==> src/rtl/oam_dma.sv <==
// Sprite OAM DMA engine: a CPU write to DMA_REG_ADDR halts the CPU and copies one 256-byte
// page from source memory into the PPU OAMDATA register, one read/write pair per byte.
module oam_dma #(
  parameter logic [15:0] DMA_REG_ADDR = 16'h4014,
  parameter logic [2:0]  OAMDATA_SEL  = 3'd4
) (
  input  logic        clk,
  input  logic        reset,
  input  logic [15:0] cpu_addr,
  input  logic [7:0]  cpu_data_in,
  input  logic        cpu_WE,
  output logic        cpu_rdy,
  output logic        dma_active,
  output logic [15:0] mem_addr,
  output logic        mem_RE,
  input  logic [7:0]  mem_data,
  output logic        ppu_cs,
  output logic [2:0]  ppu_reg_addr,
  output logic [7:0]  ppu_data_out,
  output logic        ppu_WE
);

  typedef enum logic [2:0] {StIdle, StHalt, StAlign, StRead, StWrite} state_e;

  state_e     state_q, state_d;
  logic [7:0] page_q, page_d;
  logic [7:0] idx_q, idx_d;
  logic [7:0] data_q, data_d;
  logic       odd_q;

  always_ff @(posedge clk or negedge reset) begin
    if (!reset) begin
      state_q <= StIdle;
      page_q  <= 8'h00;
      idx_q   <= 8'h00;
      data_q  <= 8'h00;
      odd_q   <= 1'b0;
    end else begin
      state_q <= state_d;
      page_q  <= page_d;
      idx_q   <= idx_d;
      data_q  <= data_d;
      odd_q   <= ~odd_q;
    end
  end

  assign ppu_data_out = data_q;

  always_comb begin
    state_d      = state_q;
    page_d       = page_q;
    idx_d        = idx_q;
    data_d       = data_q;
    cpu_rdy      = 1'b0;
    dma_active   = 1'b1;
    mem_addr     = 16'h0000;
    mem_RE       = 1'b0;
    ppu_cs       = 1'b1;
    ppu_WE       = 1'b0;
    ppu_reg_addr = 3'd0;

    case (state_q)
      StIdle: begin
        cpu_rdy    = 1'b1;
        dma_active = 1'b0;
        if (cpu_WE && (cpu_addr == DMA_REG_ADDR)) begin
          page_d  = cpu_data_in;
          idx_d   = 8'h00;
          state_d = StHalt;
        end
      end
      // Odd-cycle starts burn one extra cycle so reads always land on the same parity.
      StHalt:  state_d = odd_q ? StAlign : StRead;
      StAlign: state_d = StRead;
      StRead: begin
        mem_addr = {page_q, idx_q};
        mem_RE   = 1'b1;
        data_d   = mem_data;
        state_d  = StWrite;
      end
      StWrite: begin
        ppu_cs       = 1'b0;
        ppu_WE       = 1'b1;
        ppu_reg_addr = OAMDATA_SEL;
        idx_d        = idx_q + 8'd1;
        state_d      = (idx_q == 8'hFF) ? StIdle : StRead;
      end
      default: state_d = StIdle;
    endcase
  end

endmodule

==> config.mk <==
export PLATFORM = sky130hd
export DESIGN_NAME = oam_dma
export DESIGN_NICKNAME = d
export VERILOG_FILES = /design/src/rtl/oam_dma.sv
export SDC_FILE = /design/constraint.sdc
export NUM_CORES = 1
export LEC_CHECK = 0
export CAP_MARGIN = 20
export CORE_MARGIN = 5
export CORE_UTILIZATION = 36
export CTS_CLUSTER_DIAMETER = 100
export DETAILED_ROUTE_END_ITERATION = 10
export PLACE_DENSITY = 0.78
export SLEW_MARGIN = 10
export SYNTH_ARGS = -nofsm -noshare
export SYNTH_HDL_FRONTEND = slang
export SYNTH_SLANG_ARGS = --single-unit
==> constraint.sdc <==
create_clock -name clk -period 2 [get_ports clk]
set_clock_uncertainty 0.15 [all_clocks]
set_input_delay 0.6 -clock clk [delete_from_list [all_inputs] [get_ports clk]]
set_output_delay 0.6 -clock clk [all_outputs]
set_load 0.005 [all_outputs]
==> impl_results.rst <==
.. list-table::
   :header-rows: 1

   * - Metric
     - Value
   * - Buffer type at the clock tree root
     - sky130_fd_sc_hd__clkbuf_8
   * - Hold path depth
     - 1
   * - Highest clock rate
     - 0.452 GHz
   * - GRT Resource Usage Total
     - 0.175
   * - Path type of the worst setup path
     - reg2out
   * - Total die area
     - 5130 um^2
   * - Post-DRT Antenna Nets
     - 0
   * - Run status
     - finished, violations left
   * - Global-route wire length before repair
     - 7220 um
   * - Horizontal die dimension
     - 71.6 um
   * - Maximum number of pins on one net before global-route repair
     - 29
   * - Count of final max-slew check failures
     - 0
   * - Total overflow reported by the global router
     - 0
   * - Most repeated cell in the gate-level netlist after synthesis
     - sky130_fd_sc_hd__dfrtp_1
   * - Netlist area before placement
     - 1370 um^2
   * - Async S/R FF share, synth
     - 1.00
   * - Highest ir drop seen on vdd
     - 0.000724 V
   * - Core region area
     - 3660 um^2
   * - Most instantiated flip-flop cell in the synthesis netlist
     - sky130_fd_sc_hd__dfrtp_1
   * - PortBufs
     - 64
   * - Net count reported at finish
     - 262
   * - Largest family of logic cells by synthesized area
     - simple AND/OR/NAND/NOR gates
   * - Area overhead of the layout relative to synthesis
     - 88.9%
   * - Endpoints failing setup
     - 30
   * - Initial standard-cell utilization of the core
     - 0.373
   * - Average wire per standard cell
     - 16.0 um
   * - Critical path data arrival time
     - 1.46 ns
   * - H-tree depth
     - 1
   * - Switching portion of total power
     - 0.301
   * - Ranking of synthesized cells by instance count
     - 28 x sky130_fd_sc_hd__dfrtp_1, 16 x sky130_fd_sc_hd__and2_1, 16 x sky130_fd_sc_hd__mux2_2, 10 x sky130_fd_sc_hd__nand2_1, 8 x sky130_fd_sc_hd__nor2_1
   * - Post-synth cell types
     - 34
   * - Number of instances in the synthesized netlist
     - 125
   * - Pwr per Cell Area
     - 1030 nW/um^2
   * - Synth Area per Inst
     - 10.9 um^2
   * - Adder-cell area share of the yosys netlist
     - 0.00916
   * - Post-route insts no fill
     - 273
   * - Detailed-router iteration count before antenna repair
     - 4
   * - Minimum setup slack among reg-to-reg paths
     - -0.07 ns
   * - Total number of vias
     - 1307
   * - Number of max-cap violations
     - 0
   * - Tcrit/Tclk final
     - 1.11
   * - Worst Setup End Kind
     - primary output
   * - Final wirelength
     - 4370 um
   * - Combinational fraction of design power
     - 0.514
   * - Violations in the final reports
     - negative setup slack
   * - Number of clock sinks
     - 28
   * - Largest area contributor in the netlist
     - sky130_fd_sc_hd__dfrtp_1
   * - NetSw
     - 801 uW
   * - Routability Congestion
     - 0.806
   * - Worst-path maximum fanout
     - 4
   * - Skew-Pair Late Insertion Delay
     - 0.28 ns
   * - Avg Vias per Cell
     - 4.79
   * - Post-synthesis share of cell area spent on xor and xnor gates
     - 0.0192
   * - Cell area after layout
     - 2580 um^2
   * - Clock-pin slew on the worst setup and hold paths
     - 0.10 ns
   * - Clk pwr share
     - 0.170
   * - CTS tree
     - done
   * - Number of synthesized register bits
     - 28
   * - Dominant cells by area after synthesis
     - sky130_fd_sc_hd__dfrtp_1 51%, sky130_fd_sc_hd__mux2_2 13%, sky130_fd_sc_hd__and2_1 7.3%, sky130_fd_sc_hd__nand2_1 2.7%, sky130_fd_sc_hd__nor2_1 2.2%
   * - Remaining routing DRC violations
     - 0
   * - Antenna cells
     - 0
   * - Count of pins on the block boundary
     - 67
   * - Cell area reported after detailed placement
     - 2170 um^2
   * - Antenna violations before repair
     - 0
   * - Nature of the critical path startpoint
     - register
   * - Portion of netlist area occupied by mux cells
     - 0.139
   * - Simple-gate portion of the synthesized area
     - 0.240
   * - Seq pwr share
     - 0.316
   * - YS warnings
     - 0
   * - Static Leakage
     - 0.00123 uW
   * - Count of hold-fix buffers inserted at cts
     - 0
   * - Number of global-route vias before repair
     - 1505
   * - Detailed-placement wirelength estimate
     - 2890 um
   * - Ratio of cells with drive above 1 in the final layout
     - 0.511
   * - Die Ht
     - 71.6 um
   * - Worst hold path type
     - reg2reg
   * - Post-route worst setup slack
     - -0.213 ns
   * - Total placed cells including tap cells
     - 248
   * - Sequential area share after synthesis
     - 0.513
   * - Compound-cell area share of the yosys netlist
     - 0.0394
   * - Overall Power
     - 2660 uW
   * - Number of buffers created by CTS
     - 3
   * - Required time reported for the critical path endpoint
     - 1.25 ns
   * - Pint
     - 1860 uW
   * - Final hold viol count
     - 0
   * - Number of buffers on the longest clock path
     - 2
   * - Min cycle time layout
     - 2.21 ns
   * - Setup TNS
     - -2.93 ns
   * - DRT iter0 DRCs
     - 65
   * - Post-layout utilization of the core
     - 0.705
   * - Total number of placement rows
     - 22
   * - R2R cell count
     - 6
   * - EDFF count, synth
     - 0
   * - RSZ-0062 raised after global routing
     - true
   * - Proportion of netlist area held by the largest area contributor
     - 0.513
[power groups by stage]
stage	sequential (uW)	combinational [uW]	clock [uW]
2_1_floorplan	805	358	0
3_3_place_gp	808	855	0
3_5_place_dp	822	891	0
4_1_cts	821	1280	454
5_1_grt	856	1470	485
6_report	840	1370	453
[what timing repair did]
item                                    CTS  global route
gates resized for setup                 171            24
endpoints found under the setup margin   39            33
pin swaps                                21             8
hold endpoints to repair                  0             0
cloned                                    3             0
buffers inserted                         20             5
[through the flow]
stage	hold WS [ns]	setup slack, ns
CTS	0.296	-0.223
finish	0.286	-0.213
floorplan	0.154	-0.0481
global placement	0.260	-0.446
global route	0.321	-0.261
detailed placement	0.284	-0.523
[layout by cell type, fill, tap and decap left out, types with 2 or more instances in the layout]
master	instances
sky130_fd_sc_hd__xor2_1	2
sky130_fd_sc_hd__mux2_2	8
sky130_fd_sc_hd__o21bai_1	2
sky130_fd_sc_hd__nand2_2	2
sky130_fd_sc_hd__clkdlybuf4s50_1	26
sky130_fd_sc_hd__dfrtp_1	26
sky130_fd_sc_hd__clkbuf_8	3
sky130_fd_sc_hd__buf_6	36
sky130_fd_sc_hd__and2_4	15
sky130_fd_sc_hd__buf_2	4
sky130_fd_sc_hd__and3_1	2
sky130_fd_sc_hd__nor2_4	2
sky130_fd_sc_hd__mux2_4	8
sky130_fd_sc_hd__nand2_1	7
sky130_fd_sc_hd__nor2_1	6
sky130_fd_sc_hd__dfrtp_2	2
sky130_fd_sc_hd__nand4_1	3
sky130_fd_sc_hd__nor4b_2	2
sky130_fd_sc_hd__o21ai_0	4
sky130_fd_sc_hd__buf_4	22
sky130_fd_sc_hd__nor2b_1	2
sky130_fd_sc_hd__dlygate4sd2_1	13
sky130_fd_sc_hd__conb_1	2
sky130_fd_sc_hd__nand3_1	2
[registers in the layout, indices dropped and copies added, names as in the netlist]
| signal | flops |
|---|---|
| idx_q | 8 |
| odd_q | 1 |
| page_q | 8 |
| ppu_data_out | 8 |
| state_q | 3 |
[cells by family (layout without fill, tap and decap cells)]
family / count (synthesis) / after routing
compound gates: 9 / 9
xor+xnor: 3 / 3
fa+ha+maj: 1 / 1
buf+inv: 10 / 109
flops: 28 / 28
mux: 17 / 17
other cells: 1 / 2
simple gates: 56 / 56
[routing by layer]
layer  routed length [um]  GRT usage  share of wire  vias to the layer above
met2                 2440      0.333           0.56                       30
li1                     -          -              -                      623
met5                    0          0              0                        -
met4                   61     0.0438          0.014                        0
met1                 1740      0.200           0.40                      647
met3                  137     0.0295          0.031                        7
[worst max-delay path, cell delays in order, from the launching register on]
cell and delay [ns]:
sky130_fd_sc_hd__dfrtp_2 0.47, sky130_fd_sc_hd__nand2_4 0.10, sky130_fd_sc_hd__nor2_4 0.05, sky130_fd_sc_hd__buf_6 0.13
sky130_fd_sc_hd__buf_6 0.11, sky130_fd_sc_hd__buf_6 0.10, sky130_fd_sc_hd__and2_4 0.12, sky130_fd_sc_hd__buf_6 0.11
[final timing paths]
| path | from | end |
|---|---|---|
| setup / recovery | state_q[1]$_DFFE_PN0P_ | mem_addr[0] |
| hold / removal | odd_q$_DFF_PN0_ | odd_q$_DFF_PN0_ |
| setup reg to reg | state_q[0]$_DFFE_PN0P_ | page_q[6]$_DFFE_PN0P_ |
| hold reg to reg | odd_q$_DFF_PN0_ | odd_q$_DFF_PN0_ |
| max in group asynchronous | reset | state_q[1]$_DFFE_PN0P_ |
| min in group asynchronous | reset | idx_q[4]$_DFFE_PN0P_ |
[layout make-up]
cell class / instances / area [um^2]
Fill cell: 264 / 1080
Clock buffer: 3 / 41.3
Clock inverter: 1 / 30.0
Tap cell: 48 / 60.1
Multi-Input combinational cell: 88 / 756
Timing Repair Buffer: 102 / 975
Sequential cell: 28 / 703
Inverter: 3 / 16.3
Power figures use the tool's default switching activity.
